[src/rtl/mfp_ahb_lite_interconnect_if.sv]
// AHB-Lite bus bundle between one master, the interconnect and N slaves.
// The master modport is the core's view; the slave modport is the interconnect's view of both sides.
interface mfp_ahb_lite_interconnect_if #(
  parameter int N_SLAVES = 4
);
  logic [31:0]             HADDR;
  logic [1:0]              HTRANS;
  logic                    HREADY;
  logic [31:0]             HRDATA;
  logic                    HRESP;
  logic [N_SLAVES-1:0]     HSEL_S;
  logic [N_SLAVES-1:0]     HREADYOUT_S;
  logic [32*N_SLAVES-1:0]  HRDATA_S;
  logic [N_SLAVES-1:0]     HRESP_S;

  modport master (
    output HADDR, HTRANS,
    input  HREADY, HRDATA, HRESP
  );

  modport slave (
    input  HADDR, HTRANS,
    output HREADY, HRDATA, HRESP,
    output HSEL_S,
    input  HREADYOUT_S, HRDATA_S, HRESP_S
  );
endinterface

[src/rtl/mfp_ahb_lite_interconnect.sv]
// Single-master AHB-Lite interconnect: window decode, data-phase mux, default ERROR slave.
// Optional slave watchdog enabled by defining MFP_AHB_LITE_TIMEOUT_EN.
//
// state    | meaning
// ---------+-------------------------------------------------------------
// ST_IDLE  | no error in progress; response comes from dsel/dact
// ST_ERR1  | first ERROR cycle (HREADY=0, HRESP=1): unmapped or timed out
// ST_ERR2  | second ERROR cycle (HREADY=1, HRESP=1); next address accepted
module mfp_ahb_lite_interconnect #(
  parameter int                     N_SLAVES       = 4,
  parameter logic [32*N_SLAVES-1:0] SLAVE_BASE     = {N_SLAVES{32'h0}},
  parameter logic [32*N_SLAVES-1:0] SLAVE_MASK     = {N_SLAVES{32'h0}},
  parameter int                     TIMEOUT_CYCLES = 1024
) (
  input  logic                              HCLK,
  input  logic                              HRESETn,
  mfp_ahb_lite_interconnect_if.slave        bus,
  output logic                              TIMEOUT_FLAG,
  output logic [3:0]                        TIMEOUT_SLAVE
);

  if (N_SLAVES < 1 || N_SLAVES > 16 || TIMEOUT_CYCLES < 4) begin : g_bad_cfg
    $error("mfp_ahb_lite_interconnect: illegal N_SLAVES or TIMEOUT_CYCLES");
  end

  typedef enum logic [1:0] {ST_IDLE, ST_ERR1, ST_ERR2} err_state_t;

  err_state_t            state;
  logic [N_SLAVES-1:0]   hsel;
  logic                  hit;
  logic [N_SLAVES:0]     dsel;
  logic                  dact;
  logic                  unmapped_active;
  logic                  timeout;
  logic                  slv_ready;
  logic                  slv_resp;
  logic [31:0]           slv_rdata;

  // Lowest index wins when windows overlap.
  always_comb begin
    hsel = '0;
    hit  = 1'b0;
    for (int i = 0; i < N_SLAVES; i++) begin
      if (!hit && ((bus.HADDR & SLAVE_MASK[32*i +: 32]) ==
                   (SLAVE_BASE[32*i +: 32] & SLAVE_MASK[32*i +: 32]))) begin
        hsel[i] = 1'b1;
        hit     = 1'b1;
      end
    end
  end

  assign bus.HSEL_S      = hsel;
  assign unmapped_active = bus.HREADY & bus.HTRANS[1] & ~hit;

  always_ff @(posedge HCLK or negedge HRESETn) begin
    if (!HRESETn) begin
      dsel <= '0;
      dact <= 1'b0;
    end else if (bus.HREADY) begin
      dsel <= {~hit, hsel};
      dact <= bus.HTRANS[1];
    end
  end

  always_ff @(posedge HCLK or negedge HRESETn) begin
    if (!HRESETn) begin
      state <= ST_IDLE;
    end else begin
      case (state)
        ST_IDLE: if (unmapped_active || timeout) state <= ST_ERR1;
        ST_ERR1: state <= ST_ERR2;
        ST_ERR2: state <= unmapped_active ? ST_ERR1 : ST_IDLE;
        default: state <= ST_IDLE;
      endcase
    end
  end

  always_comb begin
    slv_ready = 1'b1;
    slv_resp  = 1'b0;
    slv_rdata = '0;
    for (int i = 0; i < N_SLAVES; i++) begin
      if (dsel[i]) begin
        slv_ready = bus.HREADYOUT_S[i];
        slv_resp  = bus.HRESP_S[i];
        slv_rdata = bus.HRDATA_S[32*i +: 32];
      end
    end
  end

  // Error states override whichever slave owns the data phase.
  always_comb begin
    bus.HREADY = 1'b1;
    bus.HRESP  = 1'b0;
    bus.HRDATA = '0;
    if (state == ST_ERR1) begin
      bus.HREADY = 1'b0;
      bus.HRESP  = 1'b1;
    end else if (state == ST_ERR2) begin
      bus.HRESP  = 1'b1;
    end else if (dact && !dsel[N_SLAVES]) begin
      bus.HREADY = slv_ready;
      bus.HRESP  = slv_resp;
      bus.HRDATA = slv_rdata;
    end
  end

`ifdef MFP_AHB_LITE_TIMEOUT_EN
  logic [15:0] to_cnt;
  logic [3:0]  dsel_idx;
  logic        stalled;

  assign stalled = dact & ~dsel[N_SLAVES] & (state == ST_IDLE) & ~bus.HREADY;
  assign timeout = stalled & (to_cnt == 16'(TIMEOUT_CYCLES - 1));

  always_comb begin
    dsel_idx = '0;
    for (int i = 0; i < N_SLAVES; i++) begin
      if (dsel[i]) dsel_idx = 4'(i);
    end
  end

  always_ff @(posedge HCLK or negedge HRESETn) begin
    if (!HRESETn) begin
      to_cnt        <= '0;
      TIMEOUT_FLAG  <= 1'b0;
      TIMEOUT_SLAVE <= '0;
    end else begin
      to_cnt <= stalled ? to_cnt + 16'd1 : 16'd0;
      if (timeout) begin
        TIMEOUT_FLAG  <= 1'b1;
        TIMEOUT_SLAVE <= dsel_idx;
      end
    end
  end
`else
  assign timeout       = 1'b0;
  assign TIMEOUT_FLAG  = 1'b0;
  assign TIMEOUT_SLAVE = '0;
`endif

endmodule
[src/flat_wrapper.sv]
// flat-port wrapper written by rule: the top's interface ports become plain ports
module mfp_ahb_lite_interconnect_flat 
#(
  parameter int                     N_SLAVES       = 4,
  parameter logic [32*N_SLAVES-1:0] SLAVE_BASE     = {N_SLAVES{32'h0}},
  parameter logic [32*N_SLAVES-1:0] SLAVE_MASK     = {N_SLAVES{32'h0}},
  parameter int                     TIMEOUT_CYCLES = 1024
)
  (HCLK, HRESETn, TIMEOUT_FLAG, TIMEOUT_SLAVE, bus_HADDR, bus_HTRANS, bus_HREADY, bus_HRDATA, bus_HRESP, bus_HSEL_S, bus_HREADYOUT_S, bus_HRDATA_S, bus_HRESP_S);
  mfp_ahb_lite_interconnect_if #(.N_SLAVES(N_SLAVES)) bus_i ();
  input  logic HCLK;
  input  logic HRESETn;
  output logic TIMEOUT_FLAG;
  output logic [3:0] TIMEOUT_SLAVE;
  input wire logic [$bits(bus_i.HADDR)-1:0] bus_HADDR;
  input wire logic [$bits(bus_i.HTRANS)-1:0] bus_HTRANS;
  output wire logic [$bits(bus_i.HREADY)-1:0] bus_HREADY;
  output wire logic [$bits(bus_i.HRDATA)-1:0] bus_HRDATA;
  output wire logic [$bits(bus_i.HRESP)-1:0] bus_HRESP;
  output wire logic [$bits(bus_i.HSEL_S)-1:0] bus_HSEL_S;
  input wire logic [$bits(bus_i.HREADYOUT_S)-1:0] bus_HREADYOUT_S;
  input wire logic [$bits(bus_i.HRDATA_S)-1:0] bus_HRDATA_S;
  input wire logic [$bits(bus_i.HRESP_S)-1:0] bus_HRESP_S;
  assign bus_i.HADDR = bus_HADDR;
  assign bus_i.HTRANS = bus_HTRANS;
  assign bus_HREADY = bus_i.HREADY;
  assign bus_HRDATA = bus_i.HRDATA;
  assign bus_HRESP = bus_i.HRESP;
  assign bus_HSEL_S = bus_i.HSEL_S;
  assign bus_i.HREADYOUT_S = bus_HREADYOUT_S;
  assign bus_i.HRDATA_S = bus_HRDATA_S;
  assign bus_i.HRESP_S = bus_HRESP_S;
  mfp_ahb_lite_interconnect #(.N_SLAVES(N_SLAVES), .SLAVE_BASE(SLAVE_BASE), .SLAVE_MASK(SLAVE_MASK), .TIMEOUT_CYCLES(TIMEOUT_CYCLES)) u_core (.HCLK(HCLK), .HRESETn(HRESETn), .bus(bus_i), .TIMEOUT_FLAG(TIMEOUT_FLAG), .TIMEOUT_SLAVE(TIMEOUT_SLAVE));
endmodule
[config.mk]
export PLATFORM = sky130hd
export DESIGN_NAME = mfp_ahb_lite_interconnect_flat
export DESIGN_NICKNAME = d
export VERILOG_FILES = /design/src/rtl/mfp_ahb_lite_interconnect_if.sv /design/src/rtl/mfp_ahb_lite_interconnect.sv /design/src/flat_wrapper.sv
export SDC_FILE = /design/constraint.sdc
export NUM_CORES = 1
export LEC_CHECK = 0
export ABC_AREA = 1
export BUFFER_PORTS_ARGS = -buffer_cell sky130_fd_sc_hd__buf_2
export CAP_MARGIN = 30
export CORE_AREA = 2 2 84 86
export DETAILED_ROUTE_END_ITERATION = 6
export DIE_AREA = 0 0 86 88
export GPL_TIMING_DRIVEN = 0
export PLACE_DENSITY = 0.49
export SLEW_MARGIN = 25
export SYNTH_ARGS = -nofsm -noshare
export SYNTH_HDL_FRONTEND = slang
export SYNTH_SLANG_ARGS = --single-unit
[constraint.sdc]
create_clock -name HCLK -period 1.2 [get_ports HCLK]
set_clock_uncertainty 0.15 [all_clocks]
set_input_delay 0.06 -clock HCLK [delete_from_list [all_inputs] [get_ports HCLK]]
set_output_delay 0.06 -clock HCLK [all_outputs]
set_load 0.01 [all_outputs]
# [Word level (Yosys, flattened, before mapping)]
# Cells that the tools add are included.
[totals] mem_count=0 latch_bits=0 wordCells=19 output_inout_bits=43 reg_bits=4 in_bits=172 rom_bits=0 ram_bits=0
[op_classes] multipliers=0 shift=0 n_lt_le_gt_ge=0 eq_ne=2 div=0 bitwise_logic=0 reduce_logical=1 addsub=0 muxes=13
[op_table] op="$mux 32" count=4
[op_table] op="$mux 1" count=8
[op_table] op="$pmux 2 s2" count=1
[op_table] op="$eq 2x1->1 const B" count=1
[op_table] op="$eq 2x2->1 const B" count=1
[op_table] op="$logic_not 2->1" count=1

# [Longest topological paths before layout]
[depth] depth_word=4 mapped_depth=3 mapped_depth_nobuf=3

# [Least setup slack after synthesis]
# No wires, ideal clock.
[synth_path] path_kind="flip-flop to output port" start="register u_core.dact" end="output bus_HRDATA[0]" path_buffers=1 required_ns=0.990 arrival_time_ns=0.717 stages_incl_launch_ff=4 slack_ns=0.273 path_cell_list="dfrtp_1 > nand2_2 > buf_6 > nor2_2"
[synth_between] elab_chain_len=3
[synth_rtl] item="start, declared" line_no="mfp_ahb_lite_interconnect.sv:32" text="logic dact;"
[synth_rtl] item="start signal, assigned" line_no="mfp_ahb_lite_interconnect.sv:61" text="dact <= bus.HTRANS[1];"
[synth_rtl] item="$mux 32" line_no="mfp_ahb_lite_interconnect.sv:101" text="end else if (dact && !dsel[N_SLAVES]) begin"
[synth_rtl] item="$mux 32" line_no="mfp_ahb_lite_interconnect.sv:99" text="end else if (state == ST_ERR2) begin"
[synth_rtl] item="$mux 32" line_no="mfp_ahb_lite_interconnect.sv:96" text="if (state == ST_ERR1) begin"
[synth_rtl] item="end, declared" line_no="flat_wrapper.sv:18" text="output wire logic [$bits(bus_i.HRDATA)-1:0] bus_HRDATA;"
# No other way between the ends.

# [Final worst setup path]
[layout_path] start="register u_core.dact" end="output bus_HRDATA[8]"
# The elaborated chain is that of the path after synthesis.

==> impl_results.md <==
* Yosys top cell area share at 37.2%
* DIE WIDTH at 86 microns
* Vias at between 600 and 700
* Mapped Avg Cell Area at 5.80 sq um
* Number of synthesis warnings at 0
* # diodes at 0
* DP Area at between 900 and 1000 sq um
* Post-route cell area at 1090 sq um
* Synthesized area at 504 sq um
* Sum Neg Setup Slack at -2.60 ns
* Antenna violation net count after detailed routing at 0
* Cell row count at 30
* CTS tree: built
* Crit. End Element: output port
* CTS Sinks at 2
* RR Endpoint: u_core.dact
* Final WS setup at -0.0948 ns
* Total GRT Usage at 3.50%
* Commonest non-fill, non-tap cells in the layout: buf_2, inv_1, nor2_2
* Core ar. at 6640 sq um
* Starting Density at 7.59%
* Skew-Pair Late Insertion Delay at 0.21 ns
* Maximum clock path buffer count at 2
* Largest area contributor in the netlist: nor2_2
* Hpwl dp at 1360 microns
* Worst reg-to-reg setup slack at 0.27 ns
* Power density over the cells at 588 nW/um^2
* First-pass GRT wire length at 2080 microns
* Final GP Congestion at between 0.6 and 0.7
* Ratio of cells with drive above 1 in the final layout at 68.2%
* Grt total ovfl at 0
* Unrepaired setup endpoints after global routing: yes
* Crit path max-delay family: flip-flops
* Worst path arrival time at 1.08 ns
* Non-Filler Instances at 253
* Worst path max stage delay at roughly 0.39 ns
* P&R area growth vs syn at 117%
* Period Utilization, post-route at 108%
* 1st-pass router iterations at 4
* Most common cell after layout, fill and taps aside: buf_2
* CTS Root Cell: clkbuf_8
* Worst-path fanout max at 10
* CP Launch Type: register
* Hold crit path type: in2async
* Max VDD drop at 0.467 mV
* Max Cap Viol at 0
* Slowest cell on crit path: dfrtp_1
* CTS Buf Count at 3
* Avg WL per Cell at 6.25 microns
* Cells after DPL at 245
* # DRC at 0
* Port Buffers at 70
* Vias in the first global route at ~500
* Die Ht at 88 microns
* Sequential area share after synthesis at 9.93%
* Worst Path Required at 0.99 ns
* Status: finished, violations left
* Ports at ~220
* LEAKAGE at between 0.7 and 0.8 nW
* Final wirelength at 1580 microns
* Fin crit period at 1.29 ns
* Critical-path cell list: nand2_4, buf_8, nor2_2, buf_2
* Utilization after layout at ~16%
* Mapped Cells at 87
* Distinct cells, synth at 10
* Initial DRC Count at 5
* Crit path depth at 4
* H-tree levels at 1
* Initial antenna violation count at 1
* Final Hold Fails at 0
* Die area at 7570 sq um
* Worst r2r src: u_core.dsel[0]
* Final setup viols at 32
* Setup Crit Path Kind: reg2out
* Via density at 2.68
* Reg clk slew, reported paths at around 0.03 ns
* Nets at approximately 350
* #FFs+latches synth at 2
* Worst Reg-to-Reg Cells at 3
* Buf+Inv Stages, Crit Path at 2
* Synth area leaders: nor2_2, inv_1, buf_4
* Violated checks: setup timing
* Max-slew violation count at 0
* Peak Freq at 0.772 GHz
* Largest net degree at the start of global routing at 11
[what timing repair did]
item	in CTS	in global routing
gates resized for setup	4	1
hold endpoints to repair	3	0
pin swaps	1	1
hold buffers	3	0
endpoints found under the setup margin	31	34
setup buffers	1	1
[per-stage QoR]
stage,hold slack (ns),worst slack [ns],total power [mW]
after floorplan,-0.386,0.273,0.241
after global placement,-0.304,0.0441,0.355
after detailed placement,-0.304,0.0487,0.358
after CTS,0.00318,-0.119,0.649
after global routing,0.0242,-0.155,0.689
final,0.0192,-0.0948,0.642
[cells in the mapped netlist]
| cell | n |
|---|---|
| buf_6 | 3 |
| nor2_2 | 30 |
| dfrtp_1 | 2 |
| nor2_1 | 3 |
| nand2_2 | 1 |
| inv_1 | 35 |
| nand3_1 | 1 |
| conb_1 | 2 |
| nand2_1 | 1 |
| buf_4 | 9 |
[state kept, by name, summed over array words and instances, names as in the netlist]
register     count
u_core.dsel      1
u_core.dact      1
[power by group]
| part | internal (mW) | switching (mW) | leakage, nW | total (mW) |
|---|---|---|---|---|
| combinational | 0.153 | 0.148 | 0.703 | 0.302 |
| sequential | 0.0720 | 0.00401 | 0.0229 | 0.0760 |
| clock | 0.212 | 0.0522 | 0.0216 | 0.264 |
| total | 0.437 | 0.205 | 0.748 | 0.642 |
[final cells by class]
cell class | count | area, sq um
fillers | 763 | 5550
flip-flops and latches | 2 | 50.0
clock buffers | 3 | 41.3
multi-input cells | 46 | 256
repair buffers | 75 | 395
inverters | 35 | 131
plain buffers | 12 | 118
well taps | 80 | 100
[cell families (layout without fill, tap and decap cells)]
logic type,count (synthesis),count (layout),share of synthesized area (%)
buffers and inverters,47,125,46.2
flip-flops,2,2,9.93
other,2,10,1.49
AND/OR/NAND/NOR,36,36,42.4
[worst max path at each step]
stage / endpoint / start / slack [ns]
after global routing: bus_HRDATA[19] / u_core.dact / -0.16
after floorplan: bus_HRDATA[0] / u_core.dact / 0.27
after global placement: bus_HRDATA[11] / u_core.dact / 0.04
after detailed placement: bus_HRDATA[8] / u_core.dact / 0.05
final: bus_HRDATA[8] / u_core.dact / -0.09
after CTS: bus_HRDATA[8] / u_core.dsel[0] / -0.12
[metal layers]
metal / track usage, % / part of all wire (%) / vias to the layer above
li1: - / - / 375
met1: 3.81 / 36 / 261
met2: 5.78 / 51 / 38
met3: 1.60 / 12 / 2
met4: 1.73 / 0 / 2
met5: 0 / 0.82 / -
Note: power is estimated with default switching activity, not from simulation.
